`src/rtl/uart_tx_arbiter.sv`:
```
// uart_tx_arbiter: round-robin, frame-granular sharing of one UART transmitter
// among NREQ byte-stream requesters. A granted requester keeps the UART until
// its byte flagged last has been started, or until it stalls for TIMEOUT cycles.
module uart_tx_arbiter #(
    parameter int NREQ    = 4,
    parameter int IDW     = 2,
    parameter int TIMEOUT = 255
) (
    input  logic                clk,
    input  logic                rstN,
    input  logic [NREQ-1:0]     reqValid,
    input  logic [8*NREQ-1:0]   reqData,
    input  logic [NREQ-1:0]     reqLast,
    output logic [NREQ-1:0]     reqReady,
    input  logic                txBusy,
    output logic                txStart,
    output logic [7:0]          txData,
    output logic                grantValid,
    output logic [IDW-1:0]      grantId,
    output logic                abortPulse,
    output logic [15:0]         bytesSent
);

    typedef enum logic [1:0] {
        IDLE,
        LOAD,
        START,
        GUARD
    } state_t;

    state_t           state;
    state_t           state_next;

    logic [IDW-1:0]   rr_ptr;
    logic [IDW-1:0]   grant_id;
    logic             grant_valid;
    logic [15:0]      tout_cnt;
    logic             last_flag;
    logic [7:0]       tx_data;
    logic [15:0]      byte_count;
    logic             abort_q;

    logic [IDW:0]     scan_sum;
    logic [IDW-1:0]   scan_id;
    logic             scan_hit;
    logic [IDW-1:0]   next_ptr;
    logic [7:0]       granted_byte;
    logic             granted_valid;
    logic             granted_last;

    logic             grant;
    logic             accept;
    logic             abort_now;
    logic             release_grant;
    logic             tout_inc;

    assign granted_byte  = reqData[{grant_id, 3'b000} +: 8];
    assign granted_valid = reqValid[grant_id];
    assign granted_last  = reqLast[grant_id];
    assign next_ptr      = (grant_id == IDW'(NREQ - 1)) ? '0 : grant_id + IDW'(1);

    // Scan requesters starting at the round-robin pointer; first valid index wins.
    always_comb begin
        scan_hit = 1'b0;
        scan_id  = '0;
        scan_sum = '0;
        for (int unsigned i = 0; i < NREQ; i++) begin
            scan_sum = {1'b0, rr_ptr} + (IDW+1)'(i);
            if (scan_sum >= (IDW+1)'(NREQ)) begin
                scan_sum = scan_sum - (IDW+1)'(NREQ);
            end
            if (!scan_hit && reqValid[scan_sum[IDW-1:0]]) begin
                scan_hit = 1'b1;
                scan_id  = scan_sum[IDW-1:0];
            end
        end
    end

    // State register.
    always_ff @(posedge clk or negedge rstN) begin
        if (!rstN) begin
            state <= IDLE;
        end else begin
            state <= state_next;
        end
    end

    // Next-state logic plus the combinational handshake outputs and datapath strobes.
    always_comb begin
        state_next    = state;
        txStart       = 1'b0;
        reqReady      = '0;
        grant         = 1'b0;
        accept        = 1'b0;
        abort_now     = 1'b0;
        release_grant = 1'b0;
        tout_inc      = 1'b0;
        case (state)
            IDLE: begin
                if (scan_hit) begin
                    grant      = 1'b1;
                    state_next = LOAD;
                end
            end
            LOAD: begin
                // Only cycles with the UART free count towards the stall timeout.
                if (!txBusy) begin
                    reqReady = NREQ'(1) << grant_id;
                    if (granted_valid) begin
                        accept     = 1'b1;
                        state_next = START;
                    end else if (tout_cnt == 16'(TIMEOUT - 1)) begin
                        abort_now  = 1'b1;
                        state_next = IDLE;
                    end else begin
                        tout_inc = 1'b1;
                    end
                end
            end
            START: begin
                txStart    = 1'b1;
                state_next = GUARD;
            end
            GUARD: begin
                if (last_flag) begin
                    release_grant = 1'b1;
                    state_next    = IDLE;
                end else begin
                    state_next = LOAD;
                end
            end
            default: state_next = IDLE;
        endcase
    end

    // Grant ownership, byte latch, stall counter, pointer rotation and byte counter.
    always_ff @(posedge clk or negedge rstN) begin
        if (!rstN) begin
            rr_ptr      <= '0;
            grant_id    <= '0;
            grant_valid <= 1'b0;
            tout_cnt    <= '0;
            last_flag   <= 1'b0;
            tx_data     <= '0;
            byte_count  <= '0;
            abort_q     <= 1'b0;
        end else begin
            abort_q <= abort_now;
            if (grant) begin
                grant_id    <= scan_id;
                grant_valid <= 1'b1;
                tout_cnt    <= '0;
            end
            if (accept) begin
                tx_data   <= granted_byte;
                last_flag <= granted_last;
                tout_cnt  <= '0;
            end
            if (tout_inc) begin
                tout_cnt <= tout_cnt + 16'd1;
            end
            if (abort_now || release_grant) begin
                grant_valid <= 1'b0;
                rr_ptr      <= next_ptr;
                tout_cnt    <= '0;
            end
            if (state == START) begin
                byte_count <= byte_count + 16'd1;
            end
        end
    end

    assign txData     = tx_data;
    assign grantValid = grant_valid;
    assign grantId    = grant_id;
    assign abortPulse = abort_q;
    assign bytesSent  = byte_count;

endmodule

```
`config.mk`:
```
export PLATFORM = sky130hd
export DESIGN_NAME = uart_tx_arbiter
export DESIGN_NICKNAME = d
export VERILOG_FILES = /design/src/rtl/uart_tx_arbiter.sv
export SDC_FILE = /design/constraint.sdc
export NUM_CORES = 1
export LEC_CHECK = 0
export BUFFER_PORTS_ARGS = -buffer_cell sky130_fd_sc_hd__buf_2
export CAP_MARGIN = 20
export CORE_ASPECT_RATIO = 0.8
export CORE_MARGIN = 5
export CORE_UTILIZATION = 35
export DETAILED_ROUTE_END_ITERATION = 10
export HOLD_SLACK_MARGIN = 0.15
export SYNTH_ARGS = -nofsm -noshare
export SYNTH_HDL_FRONTEND = slang
export SYNTH_SLANG_ARGS = --single-unit
```
`constraint.sdc`:
```
create_clock -name clk -period 2.3 [get_ports clk]
set_input_delay 0.23 -clock clk [delete_from_list [all_inputs] [get_ports clk]]
set_output_delay 0.23 -clock clk [all_outputs]
set_load 0.01 [all_outputs]
```
=== Yosys cells after proc, flatten, opt, wreduce, memory -nomap -nowiden ===
Index checks and enable logic that the tools add are counted.

* Add/sub/neg operators: 10
* Mux-type cells: 55
* Reduce and logical (&&, ||, !) cells: 11
* Shift-type cells: 2
* Equal/unequal tests: 8
* Order comparisons: 9

{| class="wikitable"
|+ Operators with widths
! kind !! number
|-
| $mux W16 || 4
|-
| $add A16 B1 Y16 const B || 2
|-
| $shiftx A32 B6 Y8 || 1
|-
| $mux W1 || 29
|-
| $mux W2 || 13
|-
| $eq A16 B8 Y1 const B || 1
|-
| $lt A2 B3 Y1 const B || 5
|-
| $bmux W1 S2 || 6
|-
| $ge A3 B3 Y1 const B || 3
|-
| $mux W4 || 2
|-
| $pmux W2 S4 || 1
|-
| $sub A2 B1 Y2 const B || 4
|-
| $add A2 B2 Y3 const B || 2
|-
| $eq A2 B2 Y1 const B || 3
|-
| $ne A2 B2 Y1 const B || 2
|-
| $reduce_bool A4 Y1 || 1
|-
| $shl A1 B2 Y4 const A || 1
|-
| $add A2 B1 Y3 const B || 1
|-
| $ge A2 B3 Y1 const B || 1
|-
| $logic_and A1 B1 Y1 || 3
|-
| $logic_not A1 Y1 || 3
|-
| $ne A3 B3 Y1 const B || 1
|-
| $reduce_and A3 Y1 || 1
|-
| $add A2 B1 Y2 const B || 1
|-
| other kinds (4) || 4
|}

* Bits of input ports: 43
* Register bits after elaboration: 49

=== Longest topological paths before layout ===
* Depth in word-level cells: 20
* Gate-level depth with buffers: 7
* Mapped depth without buffers: 6

=== Worst setup path before layout ===
OpenSTA, ideal clock, no wires.

* Kind: register to register
* From: reg grant_id[0], in the netlist grantId[0]
* To: reg rr_ptr[0]
* Path buffers: 0
* Arrival time: 2,125 ps
* Slack: 48 ps
* Cell stages (with the launch flop): 5
* Setup time: 128 ps
* Path through: dfrtp_1 -> mux4_2 -> or4b_4 -> o21ai_4 -> mux2_1

* Cells in the longest elaborated chain, start to end: 6

{| class="wikitable"
|+ RTL lines
! element !! line !! RTL
|-
| start, declared || 35 || <nowiki>logic [IDW-1:0] grant_id;</nowiki>
|-
| start signal, assigned || 150 || <nowiki>grant_id <= scan_id;</nowiki>
|-
| $bmux W1 S2 || 58 || <nowiki>assign granted_valid = reqValid[grant_id];</nowiki>
|-
| $mux W1 (not written as such) || 58 ||
|-
| $mux W1 || 109 || <nowiki>if (granted_valid) begin</nowiki>
|-
| $mux W1 || 107 || <nowiki>if (!txBusy) begin</nowiki>
|-
| $mux W1 || 98 || <nowiki>case (state)</nowiki>
|-
| $logic_or A1 B1 Y1 || 162 || <nowiki>if (abort_now || release_grant) begin</nowiki>
|-
| end signal, assigned || 164 || <nowiki>rr_ptr <= next_ptr;</nowiki>
|-
| end, declared || 34 || <nowiki>logic [IDW-1:0] rr_ptr;</nowiki>
|}

Parallel ways exist; a longest one is shown, timed or not. The select of a mux whose other input is x is not followed.
A chain may end at the register's enable or synchronous reset.

=== Worst setup path in the final report ===
Ends and elaborated chain as after synthesis.

==> flow_summary.toml <==
[synthesis]
synth_top_flop_cell = "dfrtp_1"
syn-cell-area_um2 = 2746
ys_warn_count = 0
synth_top_area_share = 0.4465
synth_nets = 306
yosysUniqueCellTypes = 42
synth.most_common_cell = "dfrtp_1"
synth_common_cells = "dfrtp_1, nand2_1, nand3_1, a31oi_1, nand4_1"
yosys.area.top_type = "dfrtp_1"
ys_seq_area_frac = 0.4465
syn_inst = 256
yosys-top-cells-area = "dfrtp_1, mux4_2, xnor2_1, mux2_2, a31oi_1"
synth-async-reset-ratio = 1.000
ys_ff_latch = 49
avgSynthCellArea_um2 = 10.73
synth-edff-count = 0

[pwr]
peakVddDrop_mv = 0.4901
finalPower_uw = 3044
leakagePower_uw = 0.001574
powerDensity_nw_per_um2 = 892.0

[clock_network]
tritoncts = "built"
cts_inserted_buffers = 5
insertion_delay_ps = 300
root_buffer = "clkbuf_8"
cts_max_level = 2
clock_path_buffers = 2
cts-resized-gates = 0
cts_sinks = 49
clk_pin_slew_ps = 80

[sta]
rsz0062_at_grt = "no"
period_minus_slack_ps = 2142
fin_setup_tns_ps = 0
fmax_mhz = 466.9
worstMarginPinSlew_ps = 772.6
slew_headroom = 0.4849
slew_viol_final = 0
skew_ps = 9.386
finalSetupViolations = 0
hold_viol = 0
min_period_over_period = 0.9311

[routing]
wl_met3_um = 479
drc = 0
wirelength_mm = 6.426
wire_per_inst_um = 14.60
vias = 2288
viasPerCell = 5.200
wl_met1_mm = 3.044
antenna_left = 0
dr.max_layer_used = "met4"
route.met2.wl_mm = 2.849
dr.pass1.iters = 4
drt_iter0_markers = 98

[die]
die_height_um = 89.23
start_util = 0.3646
num_rows = 28
ios = 76
die-area_um2 = 9729
die_w_um = 109.0
coreArea_um2 = 7532

[global_route]
grtUsageTotal = 0.1358
grt_pass1_wl_mm = 10.46
overflow = 0
grt_pass1_vias = 2294
antenna_found_initial = 0
grt_max_degree = 35

[status]
status = "complete, no violations"

[worst_setup_path]
crit_path_top_delay_cell = "mux4_2"
max_stage_delay_ps = 560
cp.required_ps = 2480
crit_family = "multiplexers"
cp-start-kind = "flop"
critPathBufInv = 0
crit_type = "flop to flop"
path_cells = "mux4_2, or4b_4, o21ai_4, mux2_1"
path_depth = 4
crit_fanout = 4
cp-end-kind = "flop"
ff2ff_path_depth = 4
cp.arrival_ps = 2320

[place]
gp_congestion = 0.7924
portBuffers = 75
hpwl_mm = 4.849

[min_path]
min_path_type = "primary input to flop"
holdPathStages = 3

[final_layout]
drive_above_1_share = 0.3552
n_antenna_cell = 0
area_delta_synth_final_pct = 24.24
nets = 384

[flow_run]
cap_violations = 0
[report_power, final]
group | internal [uW] | switching (uW) | leakage [uW]
logic | 587 | 607 | 0.000873
registers | 1040 | 170 | 0.000644
clock network | 354 | 282 | 0.0000574
total | 1990 | 1060 | 0.00157
[final cells by class]
class | count | area (um^2)
clock buffers | 6 | 82.58
clock inverters | 2 | 37.54
fillers | 747 | 4120
inverters | 7 | 26.28
multi-input cells | 185 | 1435
flip-flops and latches | 49 | 1226
well taps | 105 | 131.4
repair buffers | 86 | 473.0
[cell usage in the layout (no fill, tap or decap), types with 5 or more instances in the layout]
| cell | count |
|---|---|
| ha_1 | 7 |
| mux2_2 | 9 |
| nand4_1 | 14 |
| a31oi_1 | 14 |
| and3_1 | 11 |
| dfrtp_1 | 49 |
| mux4_2 | 10 |
| xnor2_1 | 13 |
| buf_4 | 9 |
| nand2_1 | 20 |
| nor2_1 | 9 |
| a21oi_1 | 5 |
| and4_1 | 6 |
| and2_1 | 6 |
| nand3_1 | 15 |
| buf_2 | 75 |
| clkbuf_8 | 6 |
| inv_1 | 7 |
[per-layer routing]
| layer | up-vias | GRT usage |
|---|---|---|
| li1 | 1109 | - |
| met2 | 86 | 0.2107 |
| met5 | - | 0 |
| met1 | 1088 | 0.1867 |
| met3 | 5 | 0.03899 |
| met4 | 0 | 0.03784 |
[cell families (layout without fill, tap and decap cells)]
| logic type | after synthesis | in the layout | share of synthesized area |
|---|---|---|---|
| simple gates | 101 | 101 | 0.2114 |
| xor+xnor | 15 | 15 | 0.04784 |
| fa+ha+maj | 7 | 7 | 0.03189 |
| flops | 49 | 49 | 0.4465 |
| mux | 24 | 24 | 0.1385 |
| compound gates | 38 | 38 | 0.09294 |
| buf+inv | 22 | 101 | 0.03098 |
[sequential cells by signal, summed over array words and instances, names as in the netlist, named ones only]
register,cells
abortPulse,1
txData,8
state,1
grantId,2
rr_ptr,2
tout_cnt,16
last_flag,1
grantValid,1
bytesSent,16
[worst min-delay path, stage by stage]
cell     delay [ps]
buf_2           120
nor2_1          110
o41ai_1          80
[path summary, 6_finish.rpt]
kind	startpoint	endpoint	slack [ps]
min in group asynchronous	rstN	tout_cnt[14]	520
max reg2reg	grantId[0]	rr_ptr[0]	160
min	reqValid[3]	grantId[0]	290
max	grantId[0]	rr_ptr[0]	160
max in group asynchronous	rstN	asynchronous set/reset pin	1130
min reg2reg	bytesSent[15]	bytesSent[15]	470
[per-stage QoR]
stage / hold slack (ps) / cells / instance area [um^2] / utilization / worst slack [ps]
finish: 288.8 / 440 / 3412 / 0.4530 / 158.4
global route: 299.1 / 440 / 3412 / 0.4530 / 96.23
CTS: 280.0 / 440 / 3412 / 0.4530 / 136.4
detailed placement: 367.8 / 431 / 3282 / 0.4357 / 154.8
global placement: 365.9 / 431 / 3282 / 0.4357 / 205.2
floorplan: -65.59 / 256 / 2746 / - / 47.59
[repair_timing]
| item | CTS | global route |
|---|---|---|
| endpoints found under the hold margin | 32 | 0 |
| setup buffers | 0 | 0 |
| hold buffers | 1 | 0 |
Power figures use the tool's default switching activity.
